File: config.mk
export PLATFORM = sky130hd
export DESIGN_NAME = im_iw
export DESIGN_NICKNAME = d
export VERILOG_FILES = /design/src/rtl/im_iw.sv
export SDC_FILE = /design/constraint.sdc
export NUM_CORES = 1
export LEC_CHECK = 0
export CAP_MARGIN = 20
export CORE_MARGIN = 2
export CORE_UTILIZATION = 41
export CTS_CLUSTER_SIZE = 28
export DETAILED_ROUTE_END_ITERATION = 6
export PLACE_DENSITY = 0.88
export RECOVER_POWER = 50
export SLEW_MARGIN = 40
export SYNTH_ARGS = -nofsm -noshare
export SYNTH_HDL_FRONTEND = slang
export SYNTH_SLANG_ARGS = --single-unit
File: constraint.sdc
create_clock -name clk -period 1.6 [get_ports clk]
set_input_delay 0.24 -clock clk [delete_from_list [all_inputs] [get_ports clk]]
set_output_delay 0.24 -clock clk [all_outputs]
set_load 0.05 [all_outputs]
File: src/rtl/im_iw.sv
// Memory-stage controller and MEM/WB pipeline register: issues word loads/stores on a req/ack port,
// stalls upstream while busy, then presents the writeback bundle. Optional abort via `MEM_TIMEOUT_EN.
module im_iw #(
    parameter int unsigned TIMEOUT = 16
) (
    input  logic        clk,
    input  logic        reset,
    input  logic        MemtoRegM,
    input  logic        MemWriteM,
    input  logic        RegWriteM,
    input  logic [31:0] AOE,
    input  logic [31:0] WDE,
    input  logic [4:0]  WAE,
    input  logic [31:0] PCE,
    output logic        stallM,
    output logic        mem_req,
    output logic        mem_we,
    output logic [31:0] mem_addr,
    output logic [31:0] mem_wdata,
    input  logic [31:0] mem_rdata,
    input  logic        mem_ack,
    output logic        MemtoRegW,
    output logic        RegWriteW,
    output logic [31:0] AOW,
    output logic [31:0] RDW,
    output logic [4:0]  WAW,
    output logic [31:0] PCW,
    output logic        mem_err
);

    typedef enum logic [1:0] {IDLE, BUSY, DONE} state_t;

    if (TIMEOUT < 2 || TIMEOUT > 255) begin : g_bad_timeout
        $error("im_iw: TIMEOUT must be in 2..255");
    end

    state_t      state;
    logic        memop;
    logic        hold_load;
    logic        hold_regwrite;
    logic [31:0] hold_ao;
    logic [31:0] hold_pc;
    logic [4:0]  hold_wa;

    assign memop = MemtoRegM | MemWriteM;

    // Depends only on state and the M-stage op, never on mem_ack.
    assign stallM = (state == BUSY) || ((state == IDLE) && memop);

`ifdef MEM_TIMEOUT_EN
    localparam logic [7:0] WAIT_LIMIT = 8'(TIMEOUT - 1);
    logic [7:0] wait_cnt;
`else
    assign mem_err = 1'b0;
`endif

    always_ff @(posedge clk) begin
        if (reset) begin
            state         <= IDLE;
            mem_req       <= 1'b0;
            mem_we        <= 1'b0;
            mem_addr      <= 32'h0;
            mem_wdata     <= 32'h0;
            MemtoRegW     <= 1'b0;
            RegWriteW     <= 1'b0;
            AOW           <= 32'h0;
            RDW           <= 32'h0;
            WAW           <= 5'd0;
            PCW           <= 32'h0;
            hold_load     <= 1'b0;
            hold_regwrite <= 1'b0;
            hold_ao       <= 32'h0;
            hold_pc       <= 32'h0;
            hold_wa       <= 5'd0;
`ifdef MEM_TIMEOUT_EN
            wait_cnt      <= 8'd0;
            mem_err       <= 1'b0;
`endif
        end else begin
            // Bubble unless a branch below retires an instruction.
            MemtoRegW <= 1'b0;
            RegWriteW <= 1'b0;
`ifdef MEM_TIMEOUT_EN
            mem_err   <= 1'b0;
`endif
            case (state)
                IDLE: begin
                    if (memop) begin
                        hold_load     <= MemtoRegM;
                        hold_regwrite <= RegWriteM;
                        hold_ao       <= AOE;
                        hold_pc       <= PCE;
                        hold_wa       <= WAE;
                        mem_req       <= 1'b1;
                        mem_we        <= MemWriteM;
                        mem_addr      <= {AOE[31:2], 2'b00};
                        mem_wdata     <= WDE;
`ifdef MEM_TIMEOUT_EN
                        wait_cnt      <= 8'd0;
`endif
                        state         <= BUSY;
                    end else begin
                        MemtoRegW <= MemtoRegM;
                        RegWriteW <= RegWriteM && (WAE != 5'd0);
                        AOW       <= AOE;
                        RDW       <= 32'h0;
                        WAW       <= WAE;
                        PCW       <= PCE;
                    end
                end
                BUSY: begin
                    if (mem_ack) begin
                        mem_req   <= 1'b0;
                        MemtoRegW <= hold_load;
                        RegWriteW <= hold_regwrite && (hold_wa != 5'd0);
                        AOW       <= hold_ao;
                        RDW       <= hold_load ? mem_rdata : 32'h0;
                        WAW       <= hold_wa;
                        PCW       <= hold_pc;
                        state     <= DONE;
                    end
`ifdef MEM_TIMEOUT_EN
                    else if (wait_cnt == WAIT_LIMIT) begin
                        mem_req <= 1'b0;
                        mem_err <= 1'b1;
                        state   <= DONE;
                    end else begin
                        wait_cnt <= wait_cnt + 8'd1;
                    end
`endif
                end
                DONE: begin
                    // The completed op is still on the M inputs; skip it.
                    state <= IDLE;
                end
                default: begin
                    state <= IDLE;
                end
            endcase
        end
    end

endmodule

==> run summary <==
Clock skew - 0.007391 ns
Tcrit/Tclk final - 101.9%
# clock sinks - 210
Outcome - finished, violations left
Routed wire per std cell - 19.01 um
Final-stage net count - 1397
Hold Path End - hold_ao[15]
Power Dens Cells - 1210 nW/um^2
Seq/Total Area, Yosys - 47.34%
Detailed Route WL - 29450 um
Global Route Usage Sum - 23.64%
Drt pass-1 iters - 5
Complex-gate fraction of the synthesized area - 22.99%
Total vias in the final route - 8821
N_diodes - 0
Area Growth Syn to Fin - 45.37%
DRC - 0
Worst-Skew Late Latency - 0.49 ns
WP data arrival - 1.39 ns
Avg Cell Area, Syn - 8.854 sq um
XOR/XNOR Fraction of Synth Area - 0%
Hold Path Origin - reset
CTS buffer count - 23
Finished Layout Cells - 1549
CP Data Required Time - 1.36 ns
Top cell by count, worst path - nand2_2
Initial Util - 41.98%
1st-iter DRT viols - 540
Slowest cell delay on critical path - 0.36 ns
Final setup margin - -0.03084 ns
Clk pin slew, worst setup/hold paths - 0.06 ns
Via density - 5.695
Lkg Pwr - 5.307 nW
Worst r2r dst - PCW[8]
Post-Syn Instances - 1003
Rows - 53
Yosys warning total - 0
Worst hold path cell count - 2
Startpoint types - flip-flop
Initial antenna violation count - 0
Final HPWL DP - 18950 um
Synth Area in Adders - 0%
Vias in the first global route - 8346
Root buf cell - clkbuf_16
Largest family of logic cells by synthesized area - compound AO/OA/AOI/OAI gates
Worst IR drop on VDD - 0.9846 mV
Global route overflow - 0
Largest net degree at the start of global routing - 61
Max cap viols - 0
Setup CP Type - reg2out
Die X - 151.2 um
Routability cong. - 0.8002
Switch Pwr - 4.963 mW
HP Class - in2reg
IO Port Bufs - 306
Post-Place Cells - 1493
Final count of pins violating max slew - 0
Worst r2r src - state[0]
Part of the power in registers - 37.8%
P_int - 10.66 mW
Fmax - 0.6132 GHz
Fin area - 12910 sq um
Mux share of post-synthesis cell area - 7.777%
Height of the die - 151.2 um
CP max FO - 4
CP Cell Sequence - buf_6, nor2_4, nand2_2, nand2_2, buf_12
Switch share - 31.77%
First-pass GRT wire length - 43660 um
H-tree level count - 1
Clk buf depth - 3
Layout cells sized above 1 - 23.70%
Hold Vio Cnt, Final - 0
Overall power - 15.62 mW
Clock power share - 35.7%
Final setup viols - 1
Die ar. - 22850 sq um
FF-to-FF path depth - 5
Tmin final - 1.631 ns
I/O pin count - 310
Core box area - 21150 sq um
Failing checks - negative setup slack
RSZ-0062 raised after global routing - yes
Synth top area share - 47.34%
Area contributors post-synth - dfxtp_1 47%, a21oi_1 7.8%, mux2i_1 7.8%
Flop2flop setup slack - 0.01 ns
Leading area contributor after synthesis - dfxtp_1
CTS tree - done
Dpl cell area - 11900 sq um
Worst Setup End Kind - output pin
#FFs+latches synth - 210
Combinational fraction of design power - 26.5%
Final setup TNS - -0.03084 ns
Antenna viol nets, final - 0
Critical path's slowest cell - dfxtp_4
Cell area after synthesis - 8881 sq um
Yosys cell types - 27
Simple-gate area share of the yosys netlist - 12.93%
flip-flops by register name (all words and copies together) (netlist names), 2 cells and up:
register / count
RDW: 32
hold_pc: 32
PCW: 32
mem_wdata: 32
AOW: 32
hold_wa: 5
hold_ao: 32
state: 2
WAW: 5
worst max-delay path by stage:
stage	end	startpoint	slack, ns	depth (start not counted)
after floorplan	PCW[25]	state[1]	0.04	7
after global placement	RDW[14]	MemtoRegM	-0.30	5
after detailed placement	PCW[0]	MemtoRegM	-0.37	7
after CTS	stallM	state[0]	-0.02	5
after global routing	stallM	state[1]	-0.09	5
final	stallM	state[1]	-0.03	5
layer usage:
metal	GRT usage [%]	up-vias	wire length, um
li1	-	4144	-
met4	8.645	0	1126
met2	40.43	392	14460
met5	0	-	0
met1	28.95	4214	11550
met3	5.663	71	2305
power groups by stage:
stage	combinational, mW	clock (mW)	sequential, mW
after CTS	4.07	5.66	5.90
after global routing	4.37	5.89	5.94
after global placement	3.94	0	5.99
after floorplan	1.67	0	6.89
after detailed placement	4.02	0	6.01
final	4.14	5.58	5.90
layout by cell type, fill, tap and decap left out, types with 8 or more instances in the layout:
cell / instances
dfxtp_1: 208
clkdlybuf4s50_1: 135
nor3_1: 69
nand3_1: 134
mux2i_1: 68
clkbuf_16: 26
buf_6: 8
buf_12: 27
a211oi_2: 11
o21ai_0: 104
buf_4: 203
a21oi_1: 138
o211ai_1: 34
a211oi_1: 59
final cells by class:
| type | count | area, sq um |
|---|---|---|
| fillers | 1721 | 8244 |
| well taps | 275 | 344.1 |
| clock inverters | 11 | 168.9 |
| flip-flops and latches | 210 | 4212 |
| repair buffers | 379 | 3602 |
| inverters | 2 | 7.507 |
| clock buffers | 30 | 631.9 |
| multi-input cells | 642 | 3944 |
logic make-up after synthesis:
kind of cell	after synthesis
DFF	210
muxes	69
buffers and inverters	153
AOI/OAI and AO/OA	346
other	1
and+or+nand+nor	224
per-stage QoR:
| step | setup slack [ns] | hold WS [ns] | utilization [%] |
|---|---|---|---|
| global route | -0.08959 | 0.1193 | 61.03 |
| global placement | -0.2965 | 0.4492 | 56.27 |
| floorplan | 0.04499 | 0.3760 | - |
| finish | -0.03084 | 0.1087 | 61.03 |
| CTS | -0.02002 | 0.09049 | 60.40 |
| detailed placement | -0.3686 | 0.4599 | 56.27 |
synthesized netlist by cell type:
library cell,count
a211oi_1,60
or2_2,2
nand3b_1,1
clkbuf_1,68
nor4_2,1
buf_2,44
dfxtp_1,210
and2_1,1
a211oi_2,10
or2_1,1
nand2b_1,1
o21ai_0,104
mux2i_1,69
buf_12,1
nand2_4,1
o211ai_1,34
buf_6,1
nand3_1,134
a21oi_1,138
nor2_1,3
nor3_1,69
inv_1,2
buf_4,37
conb_1,1
and3b_1,2
or4_1,3
nand2_1,5
timing repair:
| item | 4_1_cts | 5_1_grt |
|---|---|---|
| hold buffers | 0 | 0 |
| resized for setup | 9 | 8 |
| pin swaps | 4 | 5 |
| endpoints found under the setup margin | 4 | 61 |
| setup buffers | 8 | 4 |
| cloned | 0 | 3 |
critical path, delay by kind of cell, from the launching register on:
kind,cells,cell delay [ns]
DFF,1,0.36
and+or+nand+nor,3,0.27
buffers and inverters,2,0.27
(Power assumes the default switching activity.)
